**src/rtl/mdr_ctrl_pkg.sv**
```systemverilog
// Shared types and defaults for the MDR byte sequencer and the CPU control unit.
package mdr_ctrl_pkg;

  typedef enum logic [2:0] {
    IDLE = 3'd0,
    REQ  = 3'd1,
    CAP  = 3'd2,
    SHF  = 3'd3,
    DONE = 3'd4,
    ERR  = 3'd5
  } mdr_state_t;

  localparam logic RW_READ  = 1'b0;
  localparam logic RW_WRITE = 1'b1;

  localparam int DEF_BYTES_PER_WORD = 2;
  localparam int DEF_ADDR_W         = 12;
  localparam int DEF_WAIT_MAX       = 15;

endpackage

```
**src/rtl/mdr_seq_ctrl_if.sv**
```systemverilog
// Requester, memory and MDR strobe signals of the byte sequencer.
interface mdr_seq_ctrl_if #(
  parameter int ADDR_W = mdr_ctrl_pkg::DEF_ADDR_W
);
  logic              req;
  logic              rw;
  logic [ADDR_W-1:0] base_addr;
  logic              busy;
  logic              done;
  logic              err;
  logic [ADDR_W-1:0] mem_addr;
  logic              mem_en;
  logic              mem_wr;
  logic              mem_rdy;
  logic              mdr_re;
  logic              mdr_we;
  logic              mdr_shift;

  // master: requester plus memory ready; slave: the sequencer itself
  modport master (
    output req, rw, base_addr, mem_rdy,
    input  busy, done, err, mem_addr, mem_en, mem_wr, mdr_re, mdr_we, mdr_shift
  );

  modport slave (
    input  req, rw, base_addr, mem_rdy,
    output busy, done, err, mem_addr, mem_en, mem_wr, mdr_re, mdr_we, mdr_shift
  );
endinterface

```
**src/rtl/mdr_wait_timer.sv**
```systemverilog
// Per-byte wait-state budget: down-counter loaded with WAIT_MAX, flags the last allowed stall.
module mdr_wait_timer #(
  parameter int WAIT_MAX = mdr_ctrl_pkg::DEF_WAIT_MAX
) (
  input  logic clk,
  input  logic rst,
  input  logic clr,
  input  logic en,
  output logic expired
);
  localparam int CW = (WAIT_MAX < 2) ? 1 : $clog2(WAIT_MAX + 1);

  logic [CW-1:0] cnt;

  always_ff @(posedge clk) begin
    if (rst) begin
      cnt <= CW'(WAIT_MAX);
    end else if (clr) begin
      cnt <= CW'(WAIT_MAX);
    end else if (en && (cnt != '0)) begin
      cnt <= cnt - CW'(1);
    end
  end

  // terminal count: this stall is the WAIT_MAX-th one; zero budget never expires
  assign expired = (WAIT_MAX != 0) && (cnt == CW'(1));

endmodule

```
**src/rtl/mdr_seq_ctrl.sv**
```systemverilog
// Moves one BYTES_PER_WORD-byte word between byte-wide memory and the MDR.
//
// state | meaning
// IDLE  | waiting for req; outputs low, mem_addr 0
// REQ   | memory cycle for byte k, waiting on mem_rdy
// CAP   | read only: MDR captures byte k
// SHF   | MDR shifts one byte, k advances
// DONE  | one-cycle completion pulse
// ERR   | one-cycle wait-timeout abort pulse
module mdr_seq_ctrl
  import mdr_ctrl_pkg::*;
#(
  parameter int BYTES_PER_WORD = DEF_BYTES_PER_WORD,
  parameter int ADDR_W         = DEF_ADDR_W,
  parameter int WAIT_MAX       = DEF_WAIT_MAX
) (
  input logic           clk,
  input logic           rst,
  mdr_seq_ctrl_if.slave bus
);
  localparam int KW = (BYTES_PER_WORD < 2) ? 1 : $clog2(BYTES_PER_WORD);

  mdr_state_t        state;
  logic [KW-1:0]     k;
  logic              rw_q;
  logic [ADDR_W-1:0] base_q;

  logic              busy_q;
  logic              done_q;
  logic              err_q;
  logic [ADDR_W-1:0] mem_addr_q;
  logic              mem_en_q;
  logic              mem_wr_q;
  logic              mdr_re_q;
  logic              mdr_we_q;
  logic              mdr_shift_q;

  logic tmr_clr;
  logic tmr_en;
  logic tmr_expired;
  logic last_byte;

  assign last_byte = (k == KW'(BYTES_PER_WORD - 1));
  assign tmr_clr   = ((state == IDLE) && bus.req) || (state == SHF);
  assign tmr_en    = (state == REQ) && !bus.mem_rdy;

  mdr_wait_timer #(
    .WAIT_MAX (WAIT_MAX)
  ) u_wait_timer (
    .clk     (clk),
    .rst     (rst),
    .clr     (tmr_clr),
    .en      (tmr_en),
    .expired (tmr_expired)
  );

  // outputs are registered together with the state they decode
  always_ff @(posedge clk) begin
    if (rst) begin
      state       <= IDLE;
      k           <= '0;
      rw_q        <= RW_READ;
      base_q      <= '0;
      busy_q      <= 1'b0;
      done_q      <= 1'b0;
      err_q       <= 1'b0;
      mem_addr_q  <= '0;
      mem_en_q    <= 1'b0;
      mem_wr_q    <= 1'b0;
      mdr_re_q    <= 1'b0;
      mdr_we_q    <= 1'b0;
      mdr_shift_q <= 1'b0;
    end else begin
      done_q      <= 1'b0;
      err_q       <= 1'b0;
      mdr_re_q    <= 1'b0;
      mdr_shift_q <= 1'b0;
      unique case (state)
        IDLE: begin
          if (bus.req) begin
            state      <= REQ;
            rw_q       <= bus.rw;
            base_q     <= bus.base_addr;
            k          <= '0;
            busy_q     <= 1'b1;
            mem_addr_q <= bus.base_addr;
            mem_en_q   <= 1'b1;
            mem_wr_q   <= bus.rw;
            mdr_we_q   <= bus.rw;
          end
        end
        REQ: begin
          if (bus.mem_rdy) begin
            mem_en_q <= 1'b0;
            mem_wr_q <= 1'b0;
            mdr_we_q <= 1'b0;
            if (rw_q == RW_READ) begin
              state    <= CAP;
              mdr_re_q <= 1'b1;
            end else if (last_byte) begin
              state  <= DONE;
              done_q <= 1'b1;
            end else begin
              state       <= SHF;
              mdr_shift_q <= 1'b1;
            end
          end else if (tmr_expired) begin
            state    <= ERR;
            err_q    <= 1'b1;
            mem_en_q <= 1'b0;
            mem_wr_q <= 1'b0;
            mdr_we_q <= 1'b0;
          end
        end
        CAP: begin
          if (last_byte) begin
            state  <= DONE;
            done_q <= 1'b1;
          end else begin
            state       <= SHF;
            mdr_shift_q <= 1'b1;
          end
        end
        SHF: begin
          state      <= REQ;
          k          <= k + KW'(1);
          mem_addr_q <= base_q + ADDR_W'(k) + ADDR_W'(1);
          mem_en_q   <= 1'b1;
          mem_wr_q   <= rw_q;
          mdr_we_q   <= rw_q;
        end
        DONE, ERR: begin
          state      <= IDLE;
          busy_q     <= 1'b0;
          mem_addr_q <= '0;
        end
        default: begin
          state      <= IDLE;
          busy_q     <= 1'b0;
          mem_addr_q <= '0;
          mem_en_q   <= 1'b0;
          mem_wr_q   <= 1'b0;
          mdr_we_q   <= 1'b0;
        end
      endcase
    end
  end

  assign bus.busy      = busy_q;
  assign bus.done      = done_q;
  assign bus.err       = err_q;
  assign bus.mem_addr  = mem_addr_q;
  assign bus.mem_en    = mem_en_q;
  assign bus.mem_wr    = mem_wr_q;
  assign bus.mdr_re    = mdr_re_q;
  assign bus.mdr_we    = mdr_we_q;
  assign bus.mdr_shift = mdr_shift_q;

endmodule

```
**src/flat_wrapper.sv**
```systemverilog
// flat-port wrapper written by rule: the top's interface ports become plain ports
module mdr_seq_ctrl_flat import mdr_ctrl_pkg::*;
#(
  parameter int BYTES_PER_WORD = DEF_BYTES_PER_WORD,
  parameter int ADDR_W         = DEF_ADDR_W,
  parameter int WAIT_MAX       = DEF_WAIT_MAX
)
  (clk, rst, bus_req, bus_rw, bus_base_addr, bus_mem_rdy, bus_busy, bus_done, bus_err, bus_mem_addr, bus_mem_en, bus_mem_wr, bus_mdr_re, bus_mdr_we, bus_mdr_shift);
  mdr_seq_ctrl_if #(.ADDR_W(ADDR_W)) bus_i ();
  input logic clk;
  input logic rst;
  input wire logic [$bits(bus_i.req)-1:0] bus_req;
  input wire logic [$bits(bus_i.rw)-1:0] bus_rw;
  input wire logic [$bits(bus_i.base_addr)-1:0] bus_base_addr;
  input wire logic [$bits(bus_i.mem_rdy)-1:0] bus_mem_rdy;
  output wire logic [$bits(bus_i.busy)-1:0] bus_busy;
  output wire logic [$bits(bus_i.done)-1:0] bus_done;
  output wire logic [$bits(bus_i.err)-1:0] bus_err;
  output wire logic [$bits(bus_i.mem_addr)-1:0] bus_mem_addr;
  output wire logic [$bits(bus_i.mem_en)-1:0] bus_mem_en;
  output wire logic [$bits(bus_i.mem_wr)-1:0] bus_mem_wr;
  output wire logic [$bits(bus_i.mdr_re)-1:0] bus_mdr_re;
  output wire logic [$bits(bus_i.mdr_we)-1:0] bus_mdr_we;
  output wire logic [$bits(bus_i.mdr_shift)-1:0] bus_mdr_shift;
  assign bus_i.req = bus_req;
  assign bus_i.rw = bus_rw;
  assign bus_i.base_addr = bus_base_addr;
  assign bus_i.mem_rdy = bus_mem_rdy;
  assign bus_busy = bus_i.busy;
  assign bus_done = bus_i.done;
  assign bus_err = bus_i.err;
  assign bus_mem_addr = bus_i.mem_addr;
  assign bus_mem_en = bus_i.mem_en;
  assign bus_mem_wr = bus_i.mem_wr;
  assign bus_mdr_re = bus_i.mdr_re;
  assign bus_mdr_we = bus_i.mdr_we;
  assign bus_mdr_shift = bus_i.mdr_shift;
  mdr_seq_ctrl #(.BYTES_PER_WORD(BYTES_PER_WORD), .ADDR_W(ADDR_W), .WAIT_MAX(WAIT_MAX)) u_core (.clk(clk), .rst(rst), .bus(bus_i));
endmodule
```
**config.mk**
```make
export PLATFORM = sky130hd
export DESIGN_NAME = mdr_seq_ctrl_flat
export DESIGN_NICKNAME = d
export VERILOG_FILES = /design/src/rtl/mdr_ctrl_pkg.sv /design/src/rtl/mdr_seq_ctrl_if.sv /design/src/rtl/mdr_wait_timer.sv /design/src/rtl/mdr_seq_ctrl.sv /design/src/flat_wrapper.sv
export SDC_FILE = /design/constraint.sdc
export NUM_CORES = 1
export LEC_CHECK = 0
export ABC_AREA = 1
export CAP_MARGIN = 15
export CORE_MARGIN = 8
export CORE_UTILIZATION = 56
export CTS_CLUSTER_SIZE = 40
export DETAILED_ROUTE_END_ITERATION = 10
export GPL_TIMING_DRIVEN = 0
export PLACE_DENSITY_LB_ADDON = 0.15
export SETUP_SLACK_MARGIN = 0.02
export SLEW_MARGIN = 15
export SYNTH_ARGS = -nofsm -noshare
export SYNTH_HDL_FRONTEND = slang
export SYNTH_SLANG_ARGS = --single-unit
export TNS_END_PERCENT = 1
```
**constraint.sdc**
```tcl
create_clock -name clk -period 2.4 [get_ports clk]
set_input_delay 0.72 -clock clk [delete_from_list [all_inputs] [get_ports clk]]
set_output_delay 0.72 -clock clk [all_outputs]
set_load 0.1 [all_outputs]
```
; Word level (Yosys, flattened, before mapping)
; Cells that the tools add are included.
[word_totals]
ff_bits = 40
in_bits = 17
out_inout_bits = 20
wordCells = 77
[op_classes]
addsub = 4
n_eq_ne = 8
n_mux = 27
bitwise_logic = 5
n_reduce_logical = 20
[ops]
columns = operator, count
row1 = case mux 12 bit (3 select lines), 1
row2 = 2-to-1 mux 3 bit, 5
row3 = 2-to-1 mux 1 bit, 13
row4 = adder 12 x 1 -> 12 bit, 1
row5 = adder 12 x 1 -> 12 bit (second input constant), 1
row6 = 2-to-1 mux 12 bit, 1
row7 = case mux 3 bit (4 select lines), 1
row8 = OR reduction 3 bit, 4
row9 = AND reduction 2 bit, 5
row10 = case mux 1 bit (2 select lines), 4
row11 = case mux 1 bit (4 select lines), 2
row12 = equality test 3 x 2 -> 1 bit (second input constant), 2
row13 = equality test 3 bit (second input constant), 2
row14 = inverter 1 bit, 5
row15 = equality test 4 x 1 -> 1 bit (second input constant), 1
row16 = nonzero test 4 bit, 1
row17 = OR reduction 2 bit, 2
row18 = subtractor 4 x 1 -> 4 bit (second input constant), 1
row19 = equality test 3 x 1 -> 1 bit (second input constant), 1
row20 = logical AND 1 bit, 3
row21 = logical NOT 3 bit, 1
row22 = != test 3 x 2 -> 1 bit (second input constant), 1
row23 = AND reduction 3 bit, 1
row24 = != test 2 bit (second input constant), 1
row25 = 4 further kinds, 4

; Logic depth before layout (Yosys ltp)
[depth]
word_depth = 4
depth_mapped = 11
mapped_depth_nobuf = 11

; Hierarchy
; Synthesis repeated with hierarchy kept, for this count alone.
[hier_totals]
cells_unflattened = 293
area_unflattened_um2 = 1979.4
[modules_own_cells]
columns = module, instances, cells_each, area_each_um2, seq_area_each_um2
row1 = mdr_seq_ctrl, 1, 259, 1751.7, 720.7
row2 = mdr_wait_timer, 1, 34, 227.7, 80.1

; Worst setup path before layout
; OpenSTA, ideal clock, no wires.
[synth_timing]
kind = register to output
startpoint = register u_core.mem_wr_q (netlist: u_core.bus.mem_wr)
endpoint = output bus_mem_wr
t_arrival_ns = 1.373
slack_ns = 0.307
path_stages_with_launch = 2
path_buffers = 1
cell_sequence = dfxtp_1 buf_4
[synth_lines]
columns = element, line
row1 = from (decl), mdr_seq_ctrl.sv:33  ; logic mem_wr_q;
row2 = from (signal assigned), mdr_seq_ctrl.sv:88  ; mem_wr_q <= bus.rw;
row3 = from (signal assigned), mdr_seq_ctrl.sv:129  ; mem_wr_q <= rw_q;
row4 = to (decl), flat_wrapper.sv:21  ; output wire logic [$bits(bus_i.mem_wr)-1:0] bus_mem_wr;
; No word-level cell between the ends.

; Final worst setup path
[layout_timing]
startpoint = register u_core.mem_addr_q[0] (netlist: u_core.bus.mem_addr[0])
endpoint = output bus_mem_addr[0]
[layout_lines]
columns = element, line
row1 = from (decl), mdr_seq_ctrl.sv:31  ; logic [ADDR_W-1:0] mem_addr_q;
row2 = from (signal assigned), mdr_seq_ctrl.sv:86  ; mem_addr_q <= bus.base_addr;
row3 = from (signal assigned), mdr_seq_ctrl.sv:127  ; mem_addr_q <= base_q + ADDR_W'(k) + ADDR_W'(1);
row4 = to (decl), flat_wrapper.sv:19  ; output wire logic [$bits(bus_i.mem_addr)-1:0] bus_mem_addr;
; No word-level cell between the ends.

==> summary.txt <==
Status
  • Run status: finished clean

Pwr
  • Proportion of power drawn by the clock network: between 15 and 20%
  • Switching power as a share of total power: 50.66%
  • Power density over the cells: 987.4 nW/µm²
  • Leakage component of the power: between 1 and 1.5 nW
  • Internal cell power: 0.001206 W
  • Final Total Pwr: about 0.0024 W
  • Net switching power: ~0.0012 W
  • Combinational share of power: between 40% and 50%
  • Seq pwr share: around a third
  • Max IR drop VDD: between 0.0005 and 0.0006 V

Timing
  • Shortest period the worst path allows: about 2.3 ns
  • TNS Setup: 0 ns
  • Total count of hold-check failures in the final report: 0
  • Max Slew Vio Count: 0
  • Worst hold margin: 0.4525 ns
  • Number of setup violations in the final report: 0
  • Slew HR: 34.66%
  • Max Clk Rate: 0.4347 GHz
  • Unrepaired setup endpoints after global routing: false
  • Share of the clock period used by the worst path after layout: 95.84%
  • Transition time of the tightest slew-check pin: 0.9840 ns
  • Final worst clock skew: 0.01447 ns

Die
  • Die Height: ~76 µm
  • X dimension of the die: 76.07 µm
  • DIE AREA: 5787 µm²
  • Core outline area: roughly 3600 µm²
  • Standard-cell row count: 22
  • Effective utilization at floorplan: 56.91%
  • I/O pin count: 37

Synthesis
  • Post-synthesis mux area share: 0%
  • Total of flip-flops plus latches after synthesis: 40
  • Adder-Cell Fraction of Synth Area: 3.715%
  • Net count of the mapped netlist: 316
  • Share of Yosys cell area claimed by the top area cell type: 39.63%
  • Number of instances in the synthesized netlist: 293
  • Number of warnings printed during yosys synthesis: 0
  • Fraction of synthesized cell area in xor and xnor cells: 0.8669%
  • Sequential element share of the synthesized area: between 30% and 40%
  • Synthesized area per cell: 6.897 µm²
  • Total standard cell area after synthesis: 2021 µm²
  • Top area cells in the synthesized netlist: dfxtp_1 40%, nand2_1 11%, nor2_1 8.0%
  • Number of flops mapped to enable cells by yosys: 0
  • Netlist cell types: 27
  • Most common flop cell mapped by yosys: dfxtp_1
  • Combinational family with the most area after synthesis: simple AND/OR/NAND/NOR gates
  • Synth async-reset ratio: 0%
  • Synthesized-area fraction occupied by and/or/nand/nor cells: 30.22%
  • Top cell type by total area after synthesis: dfxtp_1
  • Post-synthesis compound-gate area fraction: 15.85%

Routing
  • Wire length after detailed routing: 5115 µm
  • Vias post-DR: between 2000 and 2500
  • Number of design rule violations left after detail routing: 0
  • Number of DRC markers after the initial detailed-route iteration: 65
  • Remaining number of nets flagged by the antenna check after routing: 0
  • Ratio of routed vias to standard cells: 5.309
  • Initial DRT Pass Iterations: 4
  • Wire length per cell after detailed routing: 13.29 µm

Worst setup path
  • Biggest fanout along the worst timing path: 2
  • Critical path capture point type: output port
  • Slowest cell on the critical path: dlygate4sd2_1
  • Required time at the endpoint of the critical path: 1.68 ns
  • Kind of cell adding the most delay to the critical path: buffers and inverters
  • Critical Path Source Type: flip-flop
  • Delay of the slowest cell on the worst path: slightly below 0.9 ns
  • Critical-path cell list: dlygate4sd2_1
  • Data arrival time of the critical path: 1.58 ns
  • Type of the setup path with the least slack: flip-flop to output port
  • Crit path buf inv count: 1

Global routing
  • Vias in the first global route: 2053
  • Maximum number of pins on one net before global-route repair: 13
  • Total overflow reported by the global router: 0
  • Number of antenna violations at the first check in global routing: 0
  • Global-route usage over all layers: a little under a fifth
  • Wire length of the first global-routing pass: 8742 µm

CTS
  • Clk_lat worst skew: 0.36 ns
  • H-tree depth reported by CTS: 2
  • CTS tree: done
  • Number of clock sinks seen by CTS: 40
  • Number of buffers inserted during clock tree synthesis: 5
  • Buffer cell driving the clock tree root: clkbuf_4
  • CTS clk-pin slew, worst paths: 0.11 ns
  • CTS max path bufs: 2

Place
  • # placed instances: between 300 and 400
  • Final estimated routing congestion in global placement: 0.8335
  • Number of I/O port buffers: 36
  • Half-perimeter wire length after placement: between 3000 and 4000 µm
  • Area after detailed placement: 2441 µm²

Finish
  • Commonest cells after routing, fill and taps aside: 58 x nand2_1, 43 x nor2_1, 40 x dfxtp_1
  • Number of filler cells placed in the layout: 340
  • Synthesis-to-layout area growth: 22.54%
  • Post-layout nets: ~360
  • Final Cell Area: 2476 µm²
  • Commonest non-fill, non-tap cell in the layout: nand2_1
  • Area occupied by multi-input gates: around 1000 µm²
  • Layout Cells excl Fill: 385
  • Total inserted antenna cells: 0
  • Sequential standard cell area: 800.8 µm²
  • Layout cell share with drive strength beyond 1: under 10%

Worst hold path
  • Class of the tightest hold or removal check: flip-flop to flip-flop

Run
  • Max-cap violations: 0
[power groups by stage]
stage	registers (W)	logic, W	clock network (W)
detailed placement	0.000878	0.00127	0
finish	0.000861	0.00122	0.000368
CTS	0.000861	0.00122	0.000372
global route	0.000876	0.00130	0.000399
global placement	0.000876	0.00125	0
floorplan	0.00138	0.000464	0
[layer usage]
metal	up-vias	global-route usage, %	routed length [µm]
met2	39	31.62	2498
li1	1037	-	-
met5	-	0	0
met1	954	19.51	2239
met3	14	4.717	217
met4	0	9.231	159
[tightest hold or removal path: stages (launching register included)]
cell	delay [ns]
dfxtp_1	0.32
inv_1	0.04
a21oi_1	0.05
[sequential cells by signal, summed over array words and instances (netlist names), 3 cells and up]
signal                   count
u_core.base_q               12
u_core.state                 3
u_core.u_wait_timer.cnt      4
u_core.bus.mem_addr         12
[Yosys cell counts (2+ instances only)]
cell type,number
nor3_1,2
ha_1,6
nand2_1,58
nand3_1,23
a21oi_1,30
dfxtp_1,40
o21ai_0,28
inv_2,2
o211ai_1,2
nand2_2,3
nor2_1,43
buf_6,4
nand2_4,2
clkbuf_1,2
nor2_2,3
nor4_1,2
nand4_1,2
inv_1,32
[worst paths after layout]
check | endpoint | slack [ns] | start | depth (start not counted)
worst max-delay path | bus_mem_addr[0] | 0.1 | u_core.bus.mem_addr[0]$_SDFFE_PP0P_ | 1
worst max register to register | u_core.bus.mem_addr[4]$_SDFFE_PP0P_ | 0.60 | u_core.k$_SDFFE_PP0P_ | 9
worst min-delay path | u_core.bus.busy$_SDFFE_PP0P_ | 0.45 | u_core.bus.busy$_SDFFE_PP0P_ | 2
worst min register to register | u_core.bus.busy$_SDFFE_PP0P_ | 0.45 | u_core.bus.busy$_SDFFE_PP0P_ | 2
[layout make-up]
cell class              count  share of cell area [%]
multi-input cells         210                   41.33
clock inverters             2                  0.4042
well taps                  48                   2.425
plain buffers               8                   2.628
flip-flops and latches     40                   32.34
clock buffers               6                   2.072
repair buffers             36                   13.49
inverters                  35                   5.306
[through the flow]
| stage | setup slack (ns) | util, % |
|---|---|---|
| 2_1_floorplan | 0.3068 | - |
| 3_3_place_gp | 0.1323 | 68.75 |
| 3_5_place_dp | 0.1226 | 68.75 |
| 4_1_cts | 0.06631 | 69.73 |
| 5_1_grt | 0.04174 | 69.73 |
| 6_report | 0.09977 | 69.73 |
[cell families (layout without fill, tap and decap cells)]
family | after synthesis | after routing
compound gates | 62 | 62
xor+xnor | 2 | 2
fa+ha+maj | 6 | 6
buf+inv | 43 | 87
flops | 40 | 40
simple gates | 140 | 140
[what timing repair did]
action	in CTS	in global routing
endpoints found under the hold margin	0	0
buffers inserted	0	0
setup endpoints to repair	20	0
hold buffers	0	0
gates resized for setup	21	0
Power figures use the tool's default switching activity.
==> edit: new RTL, config.mk and constraints unchanged <==
`DEF_BYTES_PER_WORD`: 2 -> 4.
--- a/src/rtl/mdr_ctrl_pkg.sv
+++ b/src/rtl/mdr_ctrl_pkg.sv
@@ -15,3 +15,3 @@
 
-  localparam int DEF_BYTES_PER_WORD = 2;
+  localparam int DEF_BYTES_PER_WORD = 4;
   localparam int DEF_ADDR_W         = 12;
Behaviour: not the same (a bounded check fails within 10 cycles, from zero or initial values and one cycle with rst high).
==> edit against the unedited design <==
- fmax shrank 0.10%
- combinational power shrank 7%
- clock skew shrank 0.0014 ns
- sequential share of layout area grew 1.3 points
- setup slack lost 0.0023 ns
- synthesized area shrank 1.3%
- count of clock-buffer cells in the layout grew 1
- wire length shrank 0.18%
- sequential cell count grew 1
- power shrank 4.6%
- critical path type unchanged
- critical path depth is the same
- design area shrank 1.4%
==> edit: results (changes against the unedited design) <==
status: completed
H-tree levels: 2 (unchanged)
Mapped Nets: 306 (-3.2%)
dpl hpwl: 3.82 mm (-2.5%)
Warnings, synthesis: 0 (unchanged)
Compound-Gate Fraction of Synth Area: 15.6% (-0.23 points)
DR vias/cell: 5.37 (+1.2%)
Post-synth top cells: 54 x nand2_1, 41 x dfxtp_1, 41 x nor2_1
CP max stage delay: 0.86 ns (-0.02 ns)
max_slew headroom: 35.4% (+0.73 points)
Synth Instances: 283 (-3.4%)
CTS max path bufs: 2 (unchanged)
Max VDD drop: 530 µV (-7.4%)
drt wl/cell: 13.7 µm (+3.3%)
switching pwr: 1.16 mW (-6.2%)
Synth async-reset ratio: 0% (unchanged)
vias in the first global route: 1,893 (-7.8%)
Finished Layout Cells: 372 (-3.4%)
fin nets: 349 (-2.8%)
Synth Area in Adders: 4.14% (+0.43 points)
Pre-antenna DRT Iters: 4 (unchanged)
CP delay by family, top: buffers and inverters
largest net degree at the start of global routing: 12 (-1)
Seq/Total Area, Yosys: 41.2% (+1.5 points)
layout cells sized above 1: 5.83% (-2.2 points)
pre-CTS setup slack: 0.111 ns (-0.0115 ns)
GP Congestion: 0.940 (+13%)
top cells by area, synth: dfxtp_1 41%, nand2_1 10%, nor2_1 7.7%
first-pass GRT wire length: 8.22 mm (-6.0%)
Fill cells: 293 (-14%)
GRT Total Usage: 19.0% (+0.91 points)
Synth Area in XOR/XNOR: 0.439% (-0.43 points)
1st-iter DRT viols: 139 (+110%)
skew final: 0.0131 ns (-0.00135 ns)
Distinct cells, synth: 31 (+15%)
P_leak: 1.17 nW (+0.24%)
post-synthesis mux area share: 0% (unchanged)
[edit: worst min-delay path, stage by stage (launching register included)]
cell and delay [ns]:
dfxtp_1 0.32, nand2_1 0.06, a21oi_1 0.05
[edit: cell families (layout without fill, tap and decap cells)]
group           count (synthesis)  in the layout
xor+xnor                        1              1
compound gates                 54             54
flops                          41             41
simple gates                  133            133
buf+inv                        48             91
fa+ha+maj                       6              6
[edit: area by class of cell]
type	count	area share, %
multi-input combinational	194	40.1
buffer	7	1.69
sequential	41	33.6
clock buffer	7	2.25
tap	46	2.36
timing repair buffer	36	13.7
inverter	41	6.30
[edit: timing repair]
action,CTS,global route
setup buffers,0,0
endpoints found under the setup margin,20,1
hold endpoints to repair,0,0
gates resized for setup,21,1
hold buffers,0,0
pin swaps,0,0
[edit: power groups by stage]
stage	Sequential, mW	Combinational, mW	Clock, mW
after floorplan	1.34	0.405	0
after CTS	0.845	1.13	0.361
after global routing	0.860	1.20	0.398
after detailed placement	0.863	1.17	0
final	0.846	1.13	0.357
after global placement	0.861	1.16	0
[edit: final timing paths]
kind	from	end	slack [ns]	cells past startpoint
hold reg to reg	u_core.bus.busy	u_core.bus.busy	0.47	2
setup / recovery	u_core.bus.mem_addr[11]	bus_mem_addr[11]	0.1	1
hold / removal	u_core.bus.busy	u_core.bus.busy	0.47	2
setup reg to reg	u_core.k[0]	u_core.bus.mem_addr[6]	0.46	9
[edit: routing by layer]
| metal | global-route usage, % | vias to the layer above | routed length (µm) |
|---|---|---|---|
| met3 | 5.39 | 15 | 294 |
| met4 | 7.68 | 0 | 129 |
| met5 | 0 | - | 0 |
| met2 | 32.5 | 54 | 2450 |
| met1 | 21.6 | 916 | 2240 |
| li1 | - | 1014 | - |
[edit: metrics by stage]
step	cell area (µm²)	utilization (%)	hold slack (ns)	total power, mW
after CTS	2440	72.0	0.467	2.33
after floorplan	1990	-	0.429	1.75
after global routing	2440	72.1	0.497	2.46
after detailed placement	2410	71.2	0.450	2.04
final	2440	72.1	0.467	2.33
after global placement	2410	71.2	0.442	2.02
